[src/rtl/error_sequencer.sv]
`timescale 1ns/1ps
// error_sequencer
// Replays a small programmable table of error injections into the ERROR block.
// Each entry selects a target and an error type and is held for a number of
// 5 ms ticks before the next entry is issued. Issue stalls while the ERROR
// report FIFO is full, so no injection report is dropped.
//
// Ports:
//   clk_i              system clock
//   reset_i            synchronous active-high reset
//   pulse_5ms_i        one-cycle tick from TIMERS
//   load_wr_i          table write strobe (honoured only while idle)
//   load_addr_i        table write address
//   load_data_i        entry {target[1:0], type[3:0], hold[HOLD_W-1:0]}
//   last_index_i       index of the final entry in the sequence
//   loop_i             restart at entry 0 after last_index_i
//   run_i              start request (level, acted on only when idle)
//   abort_i            stop request, highest priority
//   error_fifo_full_i  backpressure from ERROR
//   err_start_o        one-cycle start strobe to ERROR
//   err_target_o       target select to ERROR
//   err_type_o         type select to ERROR
//   busy_o             high whenever the sequencer is not idle
//   done_o             one-cycle pulse on normal completion
//   cur_index_o        index of the entry in progress
module error_sequencer #(
    parameter int DEPTH  = 8,
    parameter int IDX_W  = 3,
    parameter int HOLD_W = 8
) (
    input  logic              clk_i,
    input  logic              reset_i,
    input  logic              pulse_5ms_i,
    input  logic              load_wr_i,
    input  logic [IDX_W-1:0]  load_addr_i,
    input  logic [HOLD_W+5:0] load_data_i,
    input  logic [IDX_W-1:0]  last_index_i,
    input  logic              loop_i,
    input  logic              run_i,
    input  logic              abort_i,
    input  logic              error_fifo_full_i,
    output logic              err_start_o,
    output logic [1:0]        err_target_o,
    output logic [3:0]        err_type_o,
    output logic              busy_o,
    output logic              done_o,
    output logic [IDX_W-1:0]  cur_index_o
);

    localparam int ENTRY_W = HOLD_W + 6;

    typedef enum logic [1:0] {
        ST_IDLE,
        ST_ISSUE,
        ST_HOLD
    } state_t;

    state_t              state_q, state_d;
    logic [IDX_W-1:0]    cur_index_q, cur_index_d;
    logic [HOLD_W-1:0]   hold_cnt_q, hold_cnt_d;
    logic                err_start_q, err_start_d;
    logic [1:0]          err_target_q, err_target_d;
    logic [3:0]          err_type_q, err_type_d;
    logic                done_q, done_d;
    logic                busy_q, busy_d;

    logic [ENTRY_W-1:0]  tbl_q [DEPTH];

    logic [ENTRY_W-1:0]  cur_entry;
    logic [1:0]          cur_target;
    logic [3:0]          cur_type;
    logic [HOLD_W-1:0]   cur_hold;

    // Table storage. Writes are locked out while a sequence is running so the
    // entry being replayed can never change underneath it.
    // NOTE: the table is small and reset-to-zero is part of its contract, so
    // it is built from resettable flops rather than an inferred RAM.
    always_ff @(posedge clk_i) begin
        if (reset_i) begin
            for (int i = 0; i < DEPTH; i++) begin
                tbl_q[i] <= '0;
            end
        end else if (load_wr_i && !busy_q) begin
            tbl_q[load_addr_i] <= load_data_i;
        end
    end

    assign cur_entry  = tbl_q[cur_index_q];
    assign cur_target = cur_entry[ENTRY_W-1 -: 2];
    assign cur_type   = cur_entry[HOLD_W+3 -: 4];
    assign cur_hold   = cur_entry[HOLD_W-1:0];

    // NOTE: every _d signal takes its default before the case statement so no
    // path through this block leaves a signal unassigned (no latches).
    always_comb begin
        state_d      = state_q;
        cur_index_d  = cur_index_q;
        hold_cnt_d   = hold_cnt_q;
        err_start_d  = 1'b0;
        err_target_d = err_target_q;
        err_type_d   = err_type_q;
        done_d       = 1'b0;

        if (abort_i) begin
            state_d      = ST_IDLE;
            cur_index_d  = '0;
            hold_cnt_d   = '0;
            err_target_d = '0;
            err_type_d   = '0;
        end else begin
            unique case (state_q)
                ST_IDLE: begin
                    cur_index_d = '0;
                    if (run_i) begin
                        state_d    = ST_ISSUE;
                        hold_cnt_d = '0;
                    end
                end

                ST_ISSUE: begin
                    // Clearing the counter here also discards any tick that
                    // lands in the issue cycle.
                    if (!error_fifo_full_i) begin
                        err_start_d  = 1'b1;
                        err_target_d = cur_target;
                        err_type_d   = cur_type;
                        hold_cnt_d   = '0;
                        state_d      = ST_HOLD;
                    end
                end

                ST_HOLD: begin
                    // Compare before increment: hold=0 leaves on the first
                    // HOLD cycle.
                    if (hold_cnt_q == cur_hold) begin
                        if (cur_index_q != last_index_i) begin
                            cur_index_d = cur_index_q + IDX_W'(1);
                            state_d     = ST_ISSUE;
                        end else if (loop_i) begin
                            cur_index_d = '0;
                            state_d     = ST_ISSUE;
                        end else begin
                            cur_index_d = '0;
                            done_d      = 1'b1;
                            state_d     = ST_IDLE;
                        end
                    end else if (pulse_5ms_i && (hold_cnt_q != '1)) begin
                        hold_cnt_d = hold_cnt_q + HOLD_W'(1);
                    end
                end

                default: begin
                    state_d     = ST_IDLE;
                    cur_index_d = '0;
                end
            endcase
        end

        busy_d = (state_d != ST_IDLE);
    end

    // NOTE: sequential state uses non-blocking assignments so every register
    // samples the pre-edge values regardless of statement order.
    always_ff @(posedge clk_i) begin
        if (reset_i) begin
            state_q      <= ST_IDLE;
            cur_index_q  <= '0;
            hold_cnt_q   <= '0;
            err_start_q  <= 1'b0;
            err_target_q <= '0;
            err_type_q   <= '0;
            done_q       <= 1'b0;
            busy_q       <= 1'b0;
        end else begin
            state_q      <= state_d;
            cur_index_q  <= cur_index_d;
            hold_cnt_q   <= hold_cnt_d;
            err_start_q  <= err_start_d;
            err_target_q <= err_target_d;
            err_type_q   <= err_type_d;
            done_q       <= done_d;
            busy_q       <= busy_d;
        end
    end

    assign err_start_o  = err_start_q;
    assign err_target_o = err_target_q;
    assign err_type_o   = err_type_q;
    assign busy_o       = busy_q;
    assign done_o       = done_q;
    assign cur_index_o  = cur_index_q;

endmodule

[config.mk]
export PLATFORM = sky130hd
export DESIGN_NAME = error_sequencer
export DESIGN_NICKNAME = d
export VERILOG_FILES = /design/src/rtl/error_sequencer.sv
export SDC_FILE = /design/constraint.sdc
export NUM_CORES = 1
export LEC_CHECK = 0
export CAP_MARGIN = 0
export CORE_ASPECT_RATIO = 1.25
export CORE_MARGIN = 1.5
export CORE_UTILIZATION = 40
export DETAILED_ROUTE_END_ITERATION = 10
export GPL_TIMING_DRIVEN = 0
export PLACE_DENSITY_LB_ADDON = 0.12
export SYNTH_ARGS = -nofsm -noshare
export SYNTH_HDL_FRONTEND = slang
export SYNTH_SLANG_ARGS = --single-unit
[constraint.sdc]
create_clock -name clk_i -period 3.1 [get_ports clk_i]
set_clock_uncertainty 0.05 [all_clocks]
set_input_delay 0.62 -clock clk_i [delete_from_list [all_inputs] [get_ports clk_i]]
set_output_delay 0.62 -clock clk_i [all_outputs]
set_load 0.005 [all_outputs]
; Yosys cells after proc, flatten, opt, wreduce, memory -nomap -nowiden
; Memory sizes are Yosys's and may differ from the RTL's. A register that Yosys moved wholly into a read port is not among the register bits.
; Cells that the tools add are included.
[word_totals]
ff_bits = 22
ramBits = 112
input_bits = 28
output_inout_bits = 12
wordCells = 65
mem_count = 1
[mem_list]
columns = name, words, word_bits, read_ports, rd_clocked_by_memory_dff, wr, line
row1 = tbl_q, 8, 14, 1, 1, 8, 67  ; logic [ENTRY_W-1:0] tbl_q [DEPTH];
[classes]
addsub = 2
n_eq_ne = 10
mux = 27
n_bitwise = 4
reduce_logical = 13
[ops]
columns = op, n
row1 = 2-to-1 mux 8 bit, 4
row2 = one-hot mux 8 bit (3 select lines), 1
row3 = 2-to-1 mux 3 bit, 5
row4 = 2-to-1 mux 14 bit, 1
row5 = OR reduction 14 bit, 1
row6 = 2-to-1 mux 1 bit, 10
row7 = "inequality test 2 bit, second input constant", 5
row8 = "adder 8 x 1 -> 8 bit, second input constant", 1
row9 = equality test 8 bit, 1
row10 = 2-to-1 mux 2 bit, 4
row11 = "inequality test 8 bit, second input constant", 1
row12 = one-hot mux 2 bit (3 select lines), 1
row13 = one-hot mux 3 bit (2 select lines), 1
row14 = AND reduction 5 bit, 1
row15 = OR reduction 5 bit, 1
row16 = NOT 1 bit, 4
row17 = AND reduction 2 bit, 2
row18 = "adder 3 x 1 -> 3 bit, second input constant", 1
row19 = inequality test 3 bit, 1
row20 = nonzero test 3 bit, 1
row21 = OR reduction 3 bit, 1
row22 = "equality test 2 x 1 -> 1 bit, second input constant", 1
row23 = "equality test 2 bit, second input constant", 1
row24 = logical AND 1 bit, 2
row25 = other kinds (4), 4

; Longest topological paths before layout
[depth]
word_depth = 7
ltp_mapped = 11
depth_no_buf = 7

; Worst setup path before layout
; No wires, ideal clock.
[synth_path]
path_type = register to register
start = register with a tool-made name
end = register hold_cnt_q[7]
setup_ps = 117
t_arrival_ps = 2203
required_time_ps = 2933
slack_ps = 730
stages_incl_launch_ff = 11
n_path_buf = 3
period_less_slack_ps = 2370
path_cell_list = dfxtp_1 -> buf_6 -> buf_12 -> mux4_2 -> mux2i_1 -> xor2_1 -> nand3_2 -> o31ai_4 -> buf_6 -> nor4_1 -> o22a_1
[synth_rtl]
columns = element, line
row1 = to (signal assigned), 177  ; hold_cnt_q <= hold_cnt_d;
row2 = to (decl), 60  ; logic [HOLD_W-1:0] hold_cnt_q, hold_cnt_d;

==> metrics.csv <==
stage,metric,value,unit
setup_path,CP top delay family,multiplexers,
place,Post-DP HPWL,9900,um
global_routing,vias in the first global route,3925,
sta,Worst Tran Pin Value,0.715,ns
clock_tree,H-Tree Level Count,4,
setup_path,Buf/Inv on CP,1,
clock_tree,total CTS buffers,17,
worst_hold_path,worst hold path type,register to register,
yosys,top_reg_cell synth,edfxtp_1,
clock_tree,Post-CTS Repair Setup Buffers,0,
setup_path,Worst EP required,3.39,ns
floorplan,Vert. Die Dim,143,um
sta,RSZ-0062 raised after global routing,no,
setup_path,WP data arrival,3.14,ns
worst_hold_path,hold-critical path depth,2,
setup_path,Setup CP Type,register to register,
run_status,status,"complete, no violations",
final_layout,post-route insts no fill,733,
worst_hold_path,hold_sp,hold_cnt_q[5],
sta,Tcrit/Tclk final,92.1,%
global_routing,GRT Total Usage,19.5,%
yosys,post-synthesis sequential area ratio,61.4,%
clock_tree,CTS root buf,clkbuf_16,
yosys,cell count after synthesis,450,
final_layout,multi-input logic area,2300,um^2
global_routing,first-pass GRT wire length,22700,um
yosys,Syn Area/Cell,14.0,um^2
clock_tree,Clock Path Buffers,2,
setup_path,Crit. End Element,register,
routing,final wirelength,14800,um
floorplan,std cell rows,51,
routing,Initial DRT Pass Iterations,4,
final_layout,layout cell share with drive strength beyond 1,15.0,%
global_routing,grt ovf,0,
sta,Max Slew Vio Count,0,
sta,"Min Clock Period, post-route",2.85,ns
setup_path,worst path cell trace,clkbuf_4 > mux4_2 > mux2i_1 > xor2_1 > nand3_2 > nor3_4 > mux2_1 > a21oi_1,
floorplan,Ports,40,
sta,Peak Freq,0.350,GHz
yosys,syn nets,480,
yosys,"Async S/R FF share, synth",0,%
routing,ANT nets after route,0,
place,Placer Congestion,0.817,
place,DP Cell Count,701,
clock_tree,TritonCTS clock tree,yes,
final_layout,P&R area growth vs syn,19.6,%
setup_path,CP max FO,10,
setup_path,FF-to-FF End,cur_index_o[2],
yosys,Yosys reg bits,137,
routing,DRC Markers,0,
setup_path,CP max-delay cell,dfxtp_1,
floorplan,Initial Util,40.6,%
final_layout,fillers,1387,
final_layout,"Design Area, Final",7530,um^2
yosys,Netlist cell types,54,
setup_path,CP startpoint kind,register,
floorplan,Core Region,15500,um^2
setup_path,flop2flop setup slack,0.25,ns
floorplan,die width,115,um
run,max-cap violations,0,
place,Port Buf Inserts,39,
routing,Avg WL per Cell,20.2,um
power,Leak,0.00258,uW
final_layout,Final #Nets,538,
sta,Final Setup Violations,0,
sta,Final Hold Fails,0,
routing,Vias,3772,
final_layout,Reg area,3860,um^2
routing,drt initial violations,191,
power,PwrDens,564,nW/um^2
setup_path,Worst Reg-to-Reg Cells,8,
floorplan,DIE AREA,16500,um^2
yosys,Post-Synthesis Cell Area,6300,um^2
final_layout,diode count,0,
power,peak supply drop,0.000344,V
clock_tree,Worst-Skew Late Latency,0.43,ns
clock_tree,TritonCTS Sinks,137,
global_routing,largest net degree at the start of global routing,17,
yosys,Syn. warnings,0,
place,cell area after placement,6950,um^2
sta,Slew headroom,52.4,%
routing,vias per cell,5.15,
yosys,Post-synth EDFFs,112,
worst_hold_path,Worst Hold End,hold_cnt_q[5],
clock_tree,"CTS clk-pin slew, worst paths",0.07,ns
global_routing,antenna violations before repair,0,
setup_path,max incr delay on CP,0.54,ns
==> layer usage <==
layer	part of all wire (%)	global-route usage [%]
met1	43	24.3
met2	52	33.9
met3	2.9	3.95
met4	1.6	6.50
met5	0	0
==> what timing repair did <==
item,in CTS,in global routing
gates resized for setup,0,2
hold buffers,0,0
endpoints found under the setup margin,0,17
hold endpoints to repair,0,0
==> cell type report <==
class	count	area share [%]
Multi-Input combinational cell	287	30.5
Sequential cell	137	51.3
Timing Repair Buffer	39	5.19
Clock buffer	17	5.65
Buffer	21	1.66
Inverter	5	0.249
Clock inverter	15	1.89
Tap cell	212	3.52
==> how the worst max path moves through the flow <==
stage | from | end | slack [ns] | depth (start not counted)
final | register | cur_index_o[2] | 0.25 | 8
after floorplan | register | hold_cnt_q[7] | 0.73 | 10
after detailed placement | reset_i | tbl_q[0][8] | -0.38 | 4
after global routing | register | register | 0.02 | 8
after CTS | reset_i | tbl_q[0][8] | 0.05 | 4
after global placement | reset_i | tbl_q[0][10] | -0.30 | 4
==> kinds of logic (layout without fill, tap and decap cells) <==
logic type | count (synthesis) | in the layout | synth area share, %
flip-flops | 137 | 137 | 61.4
AND/OR/NAND/NOR | 190 | 190 | 17.8
adder cells (fa/ha/maj) | 2 | 2 | 0.397
AO/OA/AOI/OAI | 40 | 40 | 4.63
XOR/XNOR | 9 | 9 | 1.25
multiplexers | 46 | 46 | 12.3
buffers and inverters | 26 | 97 | 2.25
==> worst reg2reg max path: stages (launching register included) <==
cell,delay (ns)
dfxtp_1,0.54
clkbuf_4,0.36
mux4_2,0.34
mux2i_1,0.28
xor2_1,0.20
nand3_2,0.15
nor3_4,0.35
mux2_1,0.36
a21oi_1,0.15
==> stage by stage <==
stage	utilization [%]	hold WS [ns]	total power [uW]	setup TNS, ns	worst slack [ns]
detailed placement	44.8	0.433	2330	-14.34	-0.382
finish	48.5	0.446	4250	0	0.246
global placement	44.8	0.411	2330	-9.67	-0.301
CTS	48.5	0.442	4270	0	0.0479
global route	48.5	0.466	4360	0	0.0191
floorplan	-	0.402	2220	0	0.730
==> flip-flops by register name, summed over array words and instances (netlist names), named ones only <==
name,count
tbl_q,112
done_o,1
cur_index_o,3
err_start_o,1
hold_cnt_q,8
err_target_o,2
busy_o,1
err_type_o,4
state_q,2
==> placed cells by master, fill, tap and decap left out, types with 2 or more instances in the layout <==
cell / instances
a21oi_1: 9
nand2_1: 10
inv_1: 5
clkinvlp_4: 4
clkinv_2: 2
and2_1: 113
clkbuf_1: 13
inv_6: 5
buf_2: 2
or3_1: 5
buf_6: 3
xnor2_1: 5
nand2b_1: 3
clkdlybuf4s50_1: 39
edfxtp_1: 112
nor2b_1: 2
mux4_2: 21
and3_1: 4
clkbuf_16: 17
nor3_1: 3
o21a_1: 2
xor2_1: 4
mux4_1: 3
a211oi_1: 6
mux2i_1: 21
o21ai_1: 6
or2_2: 9
a22oi_1: 4
dfxtp_1: 25
ha_1: 2
nor2_1: 25
nand3_1: 4
clkinv_4: 2
==> synthesized netlist by cell type, types with 2 or more instances <==
cell / count / area (um^2)
buf_2: 3 / 15.0
or2_2: 9 / 56.3
nand2b_1: 3 / 18.8
inv_1: 5 / 18.8
xnor2_1: 5 / 43.8
mux4_2: 21 / 473
o21ai_1: 6 / 30.0
nor2b_1: 2 / 12.5
or3_1: 5 / 31.3
edfxtp_1: 112 / 3360
and3_1: 4 / 25.0
and2_1: 113 / 707
clkbuf_1: 13 / 48.8
buf_6: 3 / 33.8
a21oi_1: 9 / 45.0
nor3_1: 4 / 20.0
xor2_1: 4 / 35.0
mux2i_1: 21 / 210
nand2_1: 10 / 37.5
mux4_1: 3 / 78.8
ha_1: 2 / 25.0
dfxtp_1: 25 / 500
a22oi_1: 4 / 30.0
nor2_1: 25 / 93.8
o21a_1: 2 / 15.0
nand3_1: 4 / 20.0
a211oi_1: 6 / 45.0
==> power by group <==
group | internal, uW | switching [uW] | total [uW]
sequential | 2060 | 18.5 | 2080
combinational | 86.7 | 124 | 211
clock | 1120 | 836 | 1950
total | 3270 | 978 | 4250
Note: power is estimated with default switching activity, not from simulation.
